[src/rtl/fp_pkg.sv]
// Shared constants, operand classification and helpers for the pipelined FP adder.
package fp_pkg;

    localparam int FLG_INV  = 3;
    localparam int FLG_OVF  = 2;
    localparam int FLG_UNF  = 1;
    localparam int FLG_INX  = 0;
    localparam int FP_MAX_W = 128;

    typedef enum logic [2:0] {
        CLS_ZERO = 3'd0,
        CLS_NORM = 3'd1,
        CLS_INF  = 3'd2,
        CLS_QNAN = 3'd3,
        CLS_SNAN = 3'd4
    } fp_class_e;

    function automatic int fp_w(input int exp_w, input int man_w);
        return 1 + exp_w + man_w;
    endfunction

    // Subnormals (exp == 0) classify as zero so they flush on unpack.
    function automatic fp_class_e fp_classify(input logic exp_zero, input logic exp_ones,
                                              input logic frac_zero, input logic frac_msb);
        fp_class_e cls;
        if (exp_zero) begin
            cls = CLS_ZERO;
        end else if (!exp_ones) begin
            cls = CLS_NORM;
        end else if (frac_zero) begin
            cls = CLS_INF;
        end else if (frac_msb) begin
            cls = CLS_QNAN;
        end else begin
            cls = CLS_SNAN;
        end
        return cls;
    endfunction

    function automatic logic [FP_MAX_W-1:0] fp_qnan(input int exp_w, input int man_w);
        logic [FP_MAX_W-1:0] v;
        v = '0;
        for (int i = 0; i < FP_MAX_W; i++) begin
            if (i == man_w - 1) begin
                v[i] = 1'b1;
            end else if (i >= man_w && i < man_w + exp_w) begin
                v[i] = 1'b1;
            end else begin
                v[i] = 1'b0;
            end
        end
        return v;
    endfunction

endpackage

[src/rtl/fp_lzc.sv]
// Parametrised leading-zero counter; an all-zero vector returns WIDTH.
module fp_lzc #(
    parameter int  WIDTH = 28,
    localparam int CNT_W = $clog2(WIDTH + 1)
) (
    input  logic [WIDTH-1:0] vec,
    output logic [CNT_W-1:0] count
);

    logic found_s;

    // Scan from the MSB, counting zeros until the first set bit.
    always_comb begin
        count   = '0;
        found_s = 1'b0;
        for (int i = WIDTH - 1; i >= 0; i--) begin
            if (!found_s) begin
                if (vec[i]) begin
                    found_s = 1'b1;
                end else begin
                    count = count + {{(CNT_W-1){1'b0}}, 1'b1};
                end
            end else begin
                found_s = 1'b1;
            end
        end
    end

endmodule

[src/rtl/fp_addsub_pipe.sv]
// Three-stage pipelined floating-point adder/subtractor with valid/ready on both ports.
// Special operands are resolved at unpack and travel past the datapath as a bypass.
module fp_addsub_pipe
    import fp_pkg::*;
#(
    parameter int  EXP_W = 8,
    parameter int  MAN_W = 23,
    localparam int W     = fp_w(EXP_W, MAN_W)
) (
    input  logic         clk,
    input  logic         rst_n,
    input  logic         in_valid,
    output logic         in_ready,
    input  logic [W-1:0] a,
    input  logic [W-1:0] b,
    input  logic         sub,
    output logic         out_valid,
    input  logic         out_ready,
    output logic [W-1:0] result,
    output logic [3:0]   flags
);

    localparam int SW  = MAN_W + 4;
    localparam int CW  = MAN_W + 5;
    localparam int LZW = $clog2(CW + 1);
    localparam int XW  = EXP_W + $clog2(MAN_W + 6) + 2;
    localparam logic [EXP_W-1:0]      EXP_ONES  = {EXP_W{1'b1}};
    localparam logic [W-1:0]          QNAN      = W'(fp_qnan(EXP_W, MAN_W));
    localparam logic signed [XW-1:0] X_ONE     = {{(XW-1){1'b0}}, 1'b1};
    localparam logic signed [XW-1:0] X_ZERO    = {XW{1'b0}};
    localparam logic signed [XW-1:0] X_EXP_MAX = {{(XW-EXP_W){1'b0}}, EXP_ONES};

    logic             s1_valid_r, s1_sign_r, s1_sub_r, s1_byp_r;
    logic [EXP_W-1:0] s1_exp_r;
    logic [SW-1:0]    s1_big_r, s1_small_r;
    logic [W-1:0]     s1_byp_res_r;
    logic [3:0]       s1_byp_flg_r;

    logic             s2_valid_r, s2_sign_r, s2_byp_r;
    logic [EXP_W-1:0] s2_exp_r;
    logic [CW-1:0]    s2_sum_r;
    logic [W-1:0]     s2_byp_res_r;
    logic [3:0]       s2_byp_flg_r;

    logic             s3_valid_r;
    logic [W-1:0]     result_r;
    logic [3:0]       flags_r;

    logic en1_s, en2_s, en3_s;

    assign en3_s     = !s3_valid_r || out_ready;
    assign en2_s     = !s2_valid_r || en3_s;
    assign en1_s     = !s1_valid_r || en2_s;
    assign in_ready  = en1_s;
    assign out_valid = s3_valid_r;
    assign result    = result_r;
    assign flags     = flags_r;

    logic             sa_s, sb_s, a_norm_s, b_norm_s;
    logic [EXP_W-1:0] ea_s, eb_s;
    logic [MAN_W-1:0] fa_s, fb_s;
    fp_class_e        ca_s, cb_s;
    logic [EXP_W+MAN_W-1:0] mag_a_s, mag_b_s;
    logic [SW-1:0]    sig_a_s, sig_b_s;

    assign sa_s     = a[W-1];
    assign ea_s     = a[W-2:MAN_W];
    assign fa_s     = a[MAN_W-1:0];
    assign sb_s     = b[W-1] ^ sub;
    assign eb_s     = b[W-2:MAN_W];
    assign fb_s     = b[MAN_W-1:0];
    assign ca_s     = fp_classify(ea_s == '0, ea_s == EXP_ONES, fa_s == '0, fa_s[MAN_W-1]);
    assign cb_s     = fp_classify(eb_s == '0, eb_s == EXP_ONES, fb_s == '0, fb_s[MAN_W-1]);
    assign a_norm_s = (ca_s == CLS_NORM);
    assign b_norm_s = (cb_s == CLS_NORM);
    assign mag_a_s  = a_norm_s ? {ea_s, fa_s} : '0;
    assign mag_b_s  = b_norm_s ? {eb_s, fb_s} : '0;
    assign sig_a_s  = a_norm_s ? {1'b1, fa_s, 3'b000} : '0;
    assign sig_b_s  = b_norm_s ? {1'b1, fb_s, 3'b000} : '0;

    logic             big_sign_s;
    logic [EXP_W-1:0] big_exp_s, small_exp_s, diff_s;
    logic [SW-1:0]    big_sig_s, small_ext_s, small_al_s;
    logic [2*SW-1:0]  wide_s;

    // Swap so the larger magnitude is the big operand, then align the small one with sticky.
    always_comb begin
        if (mag_a_s >= mag_b_s) begin
            big_sign_s  = sa_s;
            big_exp_s   = a_norm_s ? ea_s : '0;
            small_exp_s = b_norm_s ? eb_s : '0;
            big_sig_s   = sig_a_s;
            small_ext_s = sig_b_s;
        end else begin
            big_sign_s  = sb_s;
            big_exp_s   = b_norm_s ? eb_s : '0;
            small_exp_s = a_norm_s ? ea_s : '0;
            big_sig_s   = sig_b_s;
            small_ext_s = sig_a_s;
        end
        diff_s = big_exp_s - small_exp_s;
        wide_s = {small_ext_s, {SW{1'b0}}} >> diff_s;
        if (32'(diff_s) >= MAN_W + 3) begin
            small_al_s = {{(SW-1){1'b0}}, |small_ext_s};
        end else begin
            small_al_s = wide_s[2*SW-1:SW] | {{(SW-1){1'b0}}, |wide_s[SW-1:0]};
        end
    end

    logic         byp_s;
    logic [W-1:0] byp_res_s;
    logic [3:0]   byp_flg_s;

    // Resolve NaN, infinity and zero-plus-zero operands ahead of the datapath.
    always_comb begin
        byp_s     = 1'b1;
        byp_res_s = '0;
        byp_flg_s = 4'b0000;
        if (ca_s == CLS_QNAN || ca_s == CLS_SNAN || cb_s == CLS_QNAN || cb_s == CLS_SNAN) begin
            byp_res_s          = QNAN;
            byp_flg_s[FLG_INV] = (ca_s == CLS_SNAN) || (cb_s == CLS_SNAN);
        end else if (ca_s == CLS_INF && cb_s == CLS_INF) begin
            if (sa_s != sb_s) begin
                byp_res_s          = QNAN;
                byp_flg_s[FLG_INV] = 1'b1;
            end else begin
                byp_res_s = {sa_s, EXP_ONES, {MAN_W{1'b0}}};
            end
        end else if (ca_s == CLS_INF) begin
            byp_res_s = {sa_s, EXP_ONES, {MAN_W{1'b0}}};
        end else if (cb_s == CLS_INF) begin
            byp_res_s = {sb_s, EXP_ONES, {MAN_W{1'b0}}};
        end else if (ca_s == CLS_ZERO && cb_s == CLS_ZERO) begin
            byp_res_s = {sa_s & sb_s, {(W-1){1'b0}}};
        end else begin
            byp_s = 1'b0;
        end
    end

    // Stage 1 register: aligned operands or bypass result.
    always_ff @(posedge clk or negedge rst_n) begin
        if (!rst_n) begin
            s1_valid_r   <= 1'b0;
            s1_sign_r    <= 1'b0;
            s1_sub_r     <= 1'b0;
            s1_byp_r     <= 1'b0;
            s1_exp_r     <= '0;
            s1_big_r     <= '0;
            s1_small_r   <= '0;
            s1_byp_res_r <= '0;
            s1_byp_flg_r <= 4'b0000;
        end else if (en1_s) begin
            s1_valid_r <= in_valid;
            if (in_valid) begin
                s1_sign_r    <= big_sign_s;
                s1_sub_r     <= sa_s ^ sb_s;
                s1_byp_r     <= byp_s;
                s1_exp_r     <= big_exp_s;
                s1_big_r     <= big_sig_s;
                s1_small_r   <= small_al_s;
                s1_byp_res_r <= byp_res_s;
                s1_byp_flg_r <= byp_flg_s;
            end
        end
    end

    logic [CW-1:0] sum_s;

    // Big >= small by construction, so the subtraction never goes negative.
    always_comb begin
        if (s1_sub_r) begin
            sum_s = {1'b0, s1_big_r} - {1'b0, s1_small_r};
        end else begin
            sum_s = {1'b0, s1_big_r} + {1'b0, s1_small_r};
        end
    end

    // Stage 2 register: raw significand sum with carry bit.
    always_ff @(posedge clk or negedge rst_n) begin
        if (!rst_n) begin
            s2_valid_r   <= 1'b0;
            s2_sign_r    <= 1'b0;
            s2_byp_r     <= 1'b0;
            s2_exp_r     <= '0;
            s2_sum_r     <= '0;
            s2_byp_res_r <= '0;
            s2_byp_flg_r <= 4'b0000;
        end else if (en2_s) begin
            s2_valid_r <= s1_valid_r;
            if (s1_valid_r) begin
                s2_sign_r    <= s1_sign_r;
                s2_byp_r     <= s1_byp_r;
                s2_exp_r     <= s1_exp_r;
                s2_sum_r     <= sum_s;
                s2_byp_res_r <= s1_byp_res_r;
                s2_byp_flg_r <= s1_byp_flg_r;
            end
        end
    end

    logic [LZW-1:0]         lz_s, lzm1_s;
    logic [SW-1:0]          norm_s;
    logic signed [XW-1:0]   exp_x_s, exp_n_s, exp_r_s;
    logic [MAN_W+1:0]       mant_s;
    logic [MAN_W-1:0]       frac_s;
    logic                   inexact_s;
    logic [W-1:0]           res_s;
    logic [3:0]             flg_s;

    fp_lzc #(.WIDTH(CW)) u_lzc (
        .vec   (s2_sum_r),
        .count (lz_s)
    );

    assign lzm1_s  = lz_s - {{(LZW-1){1'b0}}, 1'b1};
    assign exp_x_s = $signed({{(XW-EXP_W){1'b0}}, s2_exp_r});

    // Normalise, round to nearest-even, then pack with overflow/underflow handling.
    always_comb begin
        if (s2_sum_r[CW-1]) begin
            norm_s  = {s2_sum_r[CW-1:2], s2_sum_r[1] | s2_sum_r[0]};
            exp_n_s = exp_x_s + X_ONE;
        end else begin
            norm_s  = s2_sum_r[SW-1:0] << lzm1_s;
            exp_n_s = exp_x_s - $signed({{(XW-LZW){1'b0}}, lzm1_s});
        end
        inexact_s = norm_s[2] | norm_s[1] | norm_s[0];
        mant_s    = {1'b0, norm_s[SW-1:3]}
                  + {{(MAN_W+1){1'b0}}, norm_s[2] & (norm_s[1] | norm_s[0] | norm_s[3])};
        if (mant_s[MAN_W+1]) begin
            exp_r_s = exp_n_s + X_ONE;
            frac_s  = mant_s[MAN_W:1];
        end else begin
            exp_r_s = exp_n_s;
            frac_s  = mant_s[MAN_W-1:0];
        end
        res_s = '0;
        flg_s = 4'b0000;
        if (s2_byp_r) begin
            res_s = s2_byp_res_r;
            flg_s = s2_byp_flg_r;
        end else if (s2_sum_r == '0) begin
            res_s = '0;
        end else if (exp_r_s >= X_EXP_MAX) begin
            res_s          = {s2_sign_r, EXP_ONES, {MAN_W{1'b0}}};
            flg_s[FLG_OVF] = 1'b1;
            flg_s[FLG_INX] = 1'b1;
        end else if (exp_r_s <= X_ZERO) begin
            res_s          = {s2_sign_r, {(W-1){1'b0}}};
            flg_s[FLG_UNF] = 1'b1;
            flg_s[FLG_INX] = 1'b1;
        end else begin
            res_s          = {s2_sign_r, exp_r_s[EXP_W-1:0], frac_s};
            flg_s[FLG_INX] = inexact_s;
        end
    end

    // Stage 3 register: output beat, held while the consumer stalls.
    always_ff @(posedge clk or negedge rst_n) begin
        if (!rst_n) begin
            s3_valid_r <= 1'b0;
            result_r   <= '0;
            flags_r    <= 4'b0000;
        end else if (en3_s) begin
            s3_valid_r <= s2_valid_r;
            if (s2_valid_r) begin
                result_r <= res_s;
                flags_r  <= flg_s;
            end
        end
    end

endmodule

[config.mk]
export PLATFORM = sky130hd
export DESIGN_NAME = fp_addsub_pipe
export DESIGN_NICKNAME = d
export VERILOG_FILES = /design/src/rtl/fp_pkg.sv /design/src/rtl/fp_lzc.sv /design/src/rtl/fp_addsub_pipe.sv
export SDC_FILE = /design/constraint.sdc
export NUM_CORES = 1
export LEC_CHECK = 0
export ABC_AREA = 1
export BUFFER_PORTS_ARGS = -buffer_cell sky130_fd_sc_hd__buf_2
export CAP_MARGIN = 20
export CORE_UTILIZATION = 60
export DETAILED_ROUTE_END_ITERATION = 10
export PLACE_DENSITY = 0.87
export SYNTH_ARGS = -nofsm -noshare
export SYNTH_HDL_FRONTEND = slang
export SYNTH_SLANG_ARGS = --single-unit
[constraint.sdc]
create_clock -name clk -period 27.7 [get_ports clk]
set_clock_uncertainty 0.15 [all_clocks]
set_input_delay 4.155 -clock clk [delete_from_list [all_inputs] [get_ports clk]]
set_output_delay 4.155 -clock clk [all_outputs]
set_load 0.02 [all_outputs]
=== After elaboration in Yosys (flattened, before gate mapping) ===
Index checks and enable logic that the tools add are counted.

* Add/sub/neg operators: 35
* $lt $le $gt $ge: 4
* Eq/ne operators: 11
* Shifts and indexed selects: 2
* Multiplexer cells: 159
* Bitwise operators: 10
* Reductions and logical operators: 24

{| class="wikitable"
|+ Operators by type and width
! kind !! count
|-
| $mux 5 || 54
|-
| $mux 32 || 8
|-
| $mux 27 || 6
|-
| $add 5x1->5 const B || 26
|-
| $mux 31 || 4
|-
| $mux 1 || 69
|-
| $reduce_or 27->1 || 2
|-
| $shr 54x8->54 || 1
|-
| $logic_not 23->1 || 2
|-
| $mux 8 || 4
|-
| $ge 31x31->1 || 1
|-
| $mux 15 || 2
|-
| $mux 3 || 10
|-
| $add 27x27->28 || 1
|-
| $logic_not 28->1 || 1
|-
| $mux 28 || 1
|-
| $sub 27x27->28 || 1
|-
| $or 27x1->27 || 1
|-
| $shl 27x5->27 || 1
|-
| $add 24x1->25 || 1
|-
| $mux 23 || 1
|-
| $eq 8x8->1 const B || 2
|-
| $logic_not 8->1 || 2
|-
| $add 15x2->15 const B || 1
|-
| 20 further kinds || 43
|}

* Flip-flop bits (word level): 208
* Output and inout port bits: 38
* Word-level logic and storage cells: 264

=== Longest topological paths before layout ===
* Depth after elaboration: 95
* Depth in mapped cells: 121
* Depth with buffers taken out: 118

=== Modules after synthesis ===
A second synthesis with hierarchy kept.

* Cell total of the unflattened synthesis: 2755
* Area total of the unflattened synthesis: 17020.1 um^2

{| class="wikitable"
|+ By module, submodules not included
! module !! instances !! cells each !! area each (um^2) !! seq. area each (um^2)
|-
| fp_addsub_pipe || 1 || 2288 || 14533.9 || 3678.5
|-
| fp_lzc || 1 || 467 || 2486.1 || 0.0
|}

=== Least setup slack after synthesis ===
OpenSTA, ideal clock, no wires.

* Kind: register -> register
* From: register s2_sum_r[27]
* To: register result_r[8] (netlist: result[8])
* Library setup time: 118 ps
* Data arrival time: 16494 ps
* Data required time: 27432 ps
* Slack: 10938 ps
* Cell stages (with the launch flop): 115
* Period minus slack after synthesis: 16762 ps
* Cell sequence: dfrtp_1 > buf_6 > a21oi_1 > ha_1 > inv_1 > a21oi_1 > ha_1 > inv_1 > a31oi_1 > nand2_1 > inv_1 > ha_1 > nand2_1 > nand2_1 > ha_1 > or2_2 > nand2_1 > inv_1 > [79 not listed] > nor2_2 > nand2_1 > o22ai_1 > o21a_1 > ha_1 > ha_1 > nand3_2 > nor2_8 > nand3_4 > buf_6 > o21a_1 > nor2_4 > nand3_4 > nand2_2 > nor2_4 > buf_6 > nand3b_1 > nand2_1

* Longest elaborated chain between the ends: 95
* Elaborated cells between the ends (all ways): 128

{| class="wikitable"
|+ RTL lines
! what !! RTL line !! text
|-
| start: declaration || fp_addsub_pipe.sv:41 || <nowiki>logic [CW-1:0] s2_sum_r;</nowiki>
|-
| start signal: assignment || fp_addsub_pipe.sv:194 || <nowiki>s2_sum_r <= sum_s;</nowiki>
|-
| $mux 1 || fp_lzc.sv:18 || <nowiki>if (vec[i]) begin</nowiki>
|-
| $add 1x1->2 || fp_lzc.sv:21 || <nowiki>count = count + {{(CNT_W-1){1'b0}}, 1'b1};</nowiki>
|-
| $mux 5 || fp_lzc.sv:18 ||
|-
| $mux 5 || fp_lzc.sv:17 || <nowiki>if (!found_s) begin</nowiki>
|-
| $add 5x1->5 || fp_lzc.sv:21 ||
|-
| $mux 5 || fp_lzc.sv:18 ||
|-
| $mux 5 || fp_lzc.sv:17 ||
|-
| $add 5x1->5 || fp_lzc.sv:21 ||
|-
| [79 not listed] || - ||
|-
| $and 1x1->1 || fp_addsub_pipe.sv:229 || <nowiki>+ {{(MAN_W+1){1'b0}}, norm_s[2] & (norm_s[1] | norm_s[0] | norm_s[3])};</nowiki>
|-
| $add 24x1->25 || fp_addsub_pipe.sv:229 ||
|-
| $mux 15 || fp_addsub_pipe.sv:230 || <nowiki>if (mant_s[MAN_W+1]) begin</nowiki>
|-
| $le 15x1->1 || fp_addsub_pipe.sv:248 || <nowiki>end else if (exp_r_s <= X_ZERO) begin</nowiki>
|-
| $mux 31 || fp_addsub_pipe.sv:248 ||
|-
| $mux 31 || fp_addsub_pipe.sv:244 || <nowiki>end else if (exp_r_s >= X_EXP_MAX) begin</nowiki>
|-
| $mux 32 (*) || fp_addsub_pipe.sv:242 || <nowiki>end else if (s2_sum_r == '0) begin</nowiki>
|-
| $mux 32 (*) || fp_addsub_pipe.sv:239 || <nowiki>if (s2_byp_r) begin</nowiki>
|-
| end signal: assignment || fp_addsub_pipe.sv:267 || <nowiki>result_r <= res_s;</nowiki>
|-
| end: declaration || fp_addsub_pipe.sv:46 || <nowiki>logic [W-1:0] result_r;</nowiki>
|}

Every way passes the cells marked *; elsewhere a longest branch is shown, timed or not.
A chain may end at the register's enable or synchronous reset.

=== Worst setup path after layout ===
* From: register s2_sum_r[27]
* To: register result_r[26] (netlist: result[26])

Same word-level chain as after synthesis.

==> flow_metrics.env <==
export IMPL_run_status="finished, final reports clean"
export IMPL_avgSynthCellArea_sq_um=6.05
export IMPL_crit_type="reg2reg"
export IMPL_dp_hpwl_mm=39.8
export IMPL_cts_buffers=17
export IMPL_grt_first_pass_wirelength_mm=82.5
export IMPL_drv_slew=0
export IMPL_die_area_sq_mm=0.0289
export IMPL_coreArea_sq_mm=0.0278
export IMPL_io_buffer_count=106
export IMPL_grt_max_degree=78
export IMPL_max_freq_mhz=50.5
export IMPL_yosysSeqAreaShare_pct=21.8
export IMPL_min_period_ns=19.79
export IMPL_gp_congestion=0.996
export IMPL_ctsHoldBuffers=0
export IMPL_max_clock_path_buffers=2
export IMPL_clock_sinks=147
export IMPL_clk_latency_ns=0.44
export IMPL_arrival_ns=20.00
export IMPL_dp_slack_ns=8.17
export IMPL_fp_row_count=61
export IMPL_fin_ws_ns=7.91
export IMPL_worst_path_largest_cell_delay_ns=0.74
export IMPL_htreeDepth=4
export IMPL_critPathSlowestCell="o21ai_1"
export IMPL_synth_top_area_share_pct=21.8
export IMPL_holdCritPathClass="reg2reg"
export IMPL_drc_errors=0
export IMPL_end_kind="flip-flop"
export IMPL_netlist_area_sq_mm=0.0169
export IMPL_cts_tree="done"
export IMPL_dieHeight_microns=170
export IMPL_finalHoldViolCount=0
export IMPL_synthTopCellsByArea="dfrtp_1 (22%), nand2_1 (20%), inv_1 (7.5%), o21ai_0 (7.4%), ha_1 (7.0%)"
export IMPL_start_util_pct=60.9
export IMPL_ys_flop_type="dfrtp_1"
export IMPL_critPathMostFrequentCell="ha_1"
export IMPL_async_flop_share_pct=100
export IMPL_wl_mm=50.3
export IMPL_rsz0062_at_grt="false"
export IMPL_ys_warn_count=0
export IMPL_required_ns=27.91
export IMPL_worst_pin_slew_ns=0.968
export IMPL_yosysTopAreaCell="dfrtp_1"
export IMPL_post_cts_buffers=0
export IMPL_root_buffer="clkbuf_16"
export IMPL_ant_nets=0
export IMPL_fin_setup_tns_ns=0
export IMPL_ys_seq_elements=147
export IMPL_syn_instance_count=2794
export IMPL_grt_pass1_vias=17300
export IMPL_yosysMostFrequentCell="nand2_1"
export IMPL_drt_wirelength_per_cell_microns=15.6
export IMPL_synthesis_nets=2958
export IMPL_drtIter0Drc=1590
export IMPL_cp_start_kind="flip-flop"
export IMPL_synth_edf_count=0
export IMPL_via_count=18400
export IMPL_relSlewSlack_pct=35.3
export IMPL_first_pass_iters=6
export IMPL_area_growth_pct=6.83
export IMPL_cts_repair_resized=0
export IMPL_die_w_microns=170
export IMPL_track_usage_pct=35.6
export IMPL_yosys_top_cells_count="nand2_1 (883), inv_1 (338), o21ai_0 (251)"
export IMPL_clk_pin_slew_ns=0.07
export IMPL_post_route_period_util_pct=71.5
export IMPL_antenna_found_initial=0
export IMPL_drive_gt1_share_pct=9.64
export IMPL_num_io_pins=107
export IMPL_path_max_fanout=34
export IMPL_avgViaCountPerCell=5.70
export IMPL_yosys_cell_types_count=60
export IMPL_setup_violations=0
export IMPL_maxCapViolations=0
export IMPL_nNetsFinal=2994
export IMPL_grt_overflow_total=0
export IMPL_diodes=0
==> layout make-up <==
type	count	area [sq um]
Multi-Input combinational cell	2170	11300
Fill cell	2751	9720
Sequential cell	147	3680
Inverter	375	1430
Timing Repair Buffer	119	634
Tap cell	378	473
Clock buffer	18	439
Clock inverter	14	161
==> cells in the final DEF (no fill, tap or decap), types with 11 or more instances in the layout <==
master     synthesis  layout
o21ai_1           24      24
o22ai_1           36      36
inv_1            338     337
buf_2              5     105
clkbuf_16          0      17
nor2_4            18      18
inv_2             22      23
nand4_1           39      39
or2_2             11      11
xor2_1            63      62
nand3_2           12      12
nor3_1            35      35
dfrtp_1          147     147
o21ai_0          251     251
buf_4              9      13
nor4_1            15      15
ha_1              94      94
nand3_1          186     186
nand2_1          883     882
a31oi_1           20      20
xnor2_1           18      18
nor2_1           237     237
nand2_2           23      24
a21oi_1          104     104
==> path summary, 6_finish.rpt <==
kind / from / endpoint / slack, ns / depth (start not counted)
min in group asynchronous: rst_n / s2_sum_r[6] / 3.59 / 1
max in group asynchronous: rst_n / s2_sum_r[20] / 22.38 / 2
worst min register to register: s2_valid_r / out_valid / 0.33 / 2
worst max register to register: s2_sum_r[27] / result[26] / 7.91 / 108
worst min-delay path: s2_valid_r / out_valid / 0.33 / 2
worst max-delay path: s2_sum_r[27] / result[26] / 7.91 / 108
==> registers in the layout, summed over array words and instances, names as in the netlist, 3 cells and up <==
signal and count:
s2_exp_r 8, s1_big_r 24, s1_byp_res_r 3, result 32, s2_sum_r 28, flags 4, s1_exp_r 8, s2_byp_res_r 3
s1_small_r 27
==> kinds of logic (layout without fill, tap and decap cells) <==
logic type	after synthesis	after routing	share of synthesized area, %
fa+ha+maj	95	95	7.07
xor+xnor	81	81	4.20
simple gates	1502	1502	39.1
buf+inv	477	526	11.8
mux	9	9	0.540
flops	147	147	21.8
compound gates	483	483	15.6
==> through the flow <==
step	util (%)	area (sq um)	instances	hold WS, ns
after floorplan	-	16900	2794	0.298
after global placement	62.9	17500	3189	0.310
after detailed placement	62.9	17500	3189	0.310
after CTS	65.0	18100	3221	0.328
after global routing	65.0	18100	3221	0.358
final	65.0	18100	3221	0.327
==> critical path, delay by kind of cell (launching register included) <==
| family | cells | cell delay [ns] |
|---|---|---|
| DFF | 1 | 0.48 |
| AOI/OAI and AO/OA | 22 | 4.21 |
| buffers and inverters | 19 | 2.01 |
| and+or+nand+nor | 39 | 5.36 |
| adders and majority gates | 28 | 7.44 |
==> metal layers <==
layer	track usage (%)	vias to the layer above	part of all wire [%]
met5	0	-	0
met4	20.8	0	5.4
met3	3.72	162	5.0
met2	62.8	644	49
met1	41.7	8420	41
li1	-	9144	-
Power is not shown: default switching activity piles up to over one toggle a cycle in this logic, so the estimate is an artifact.
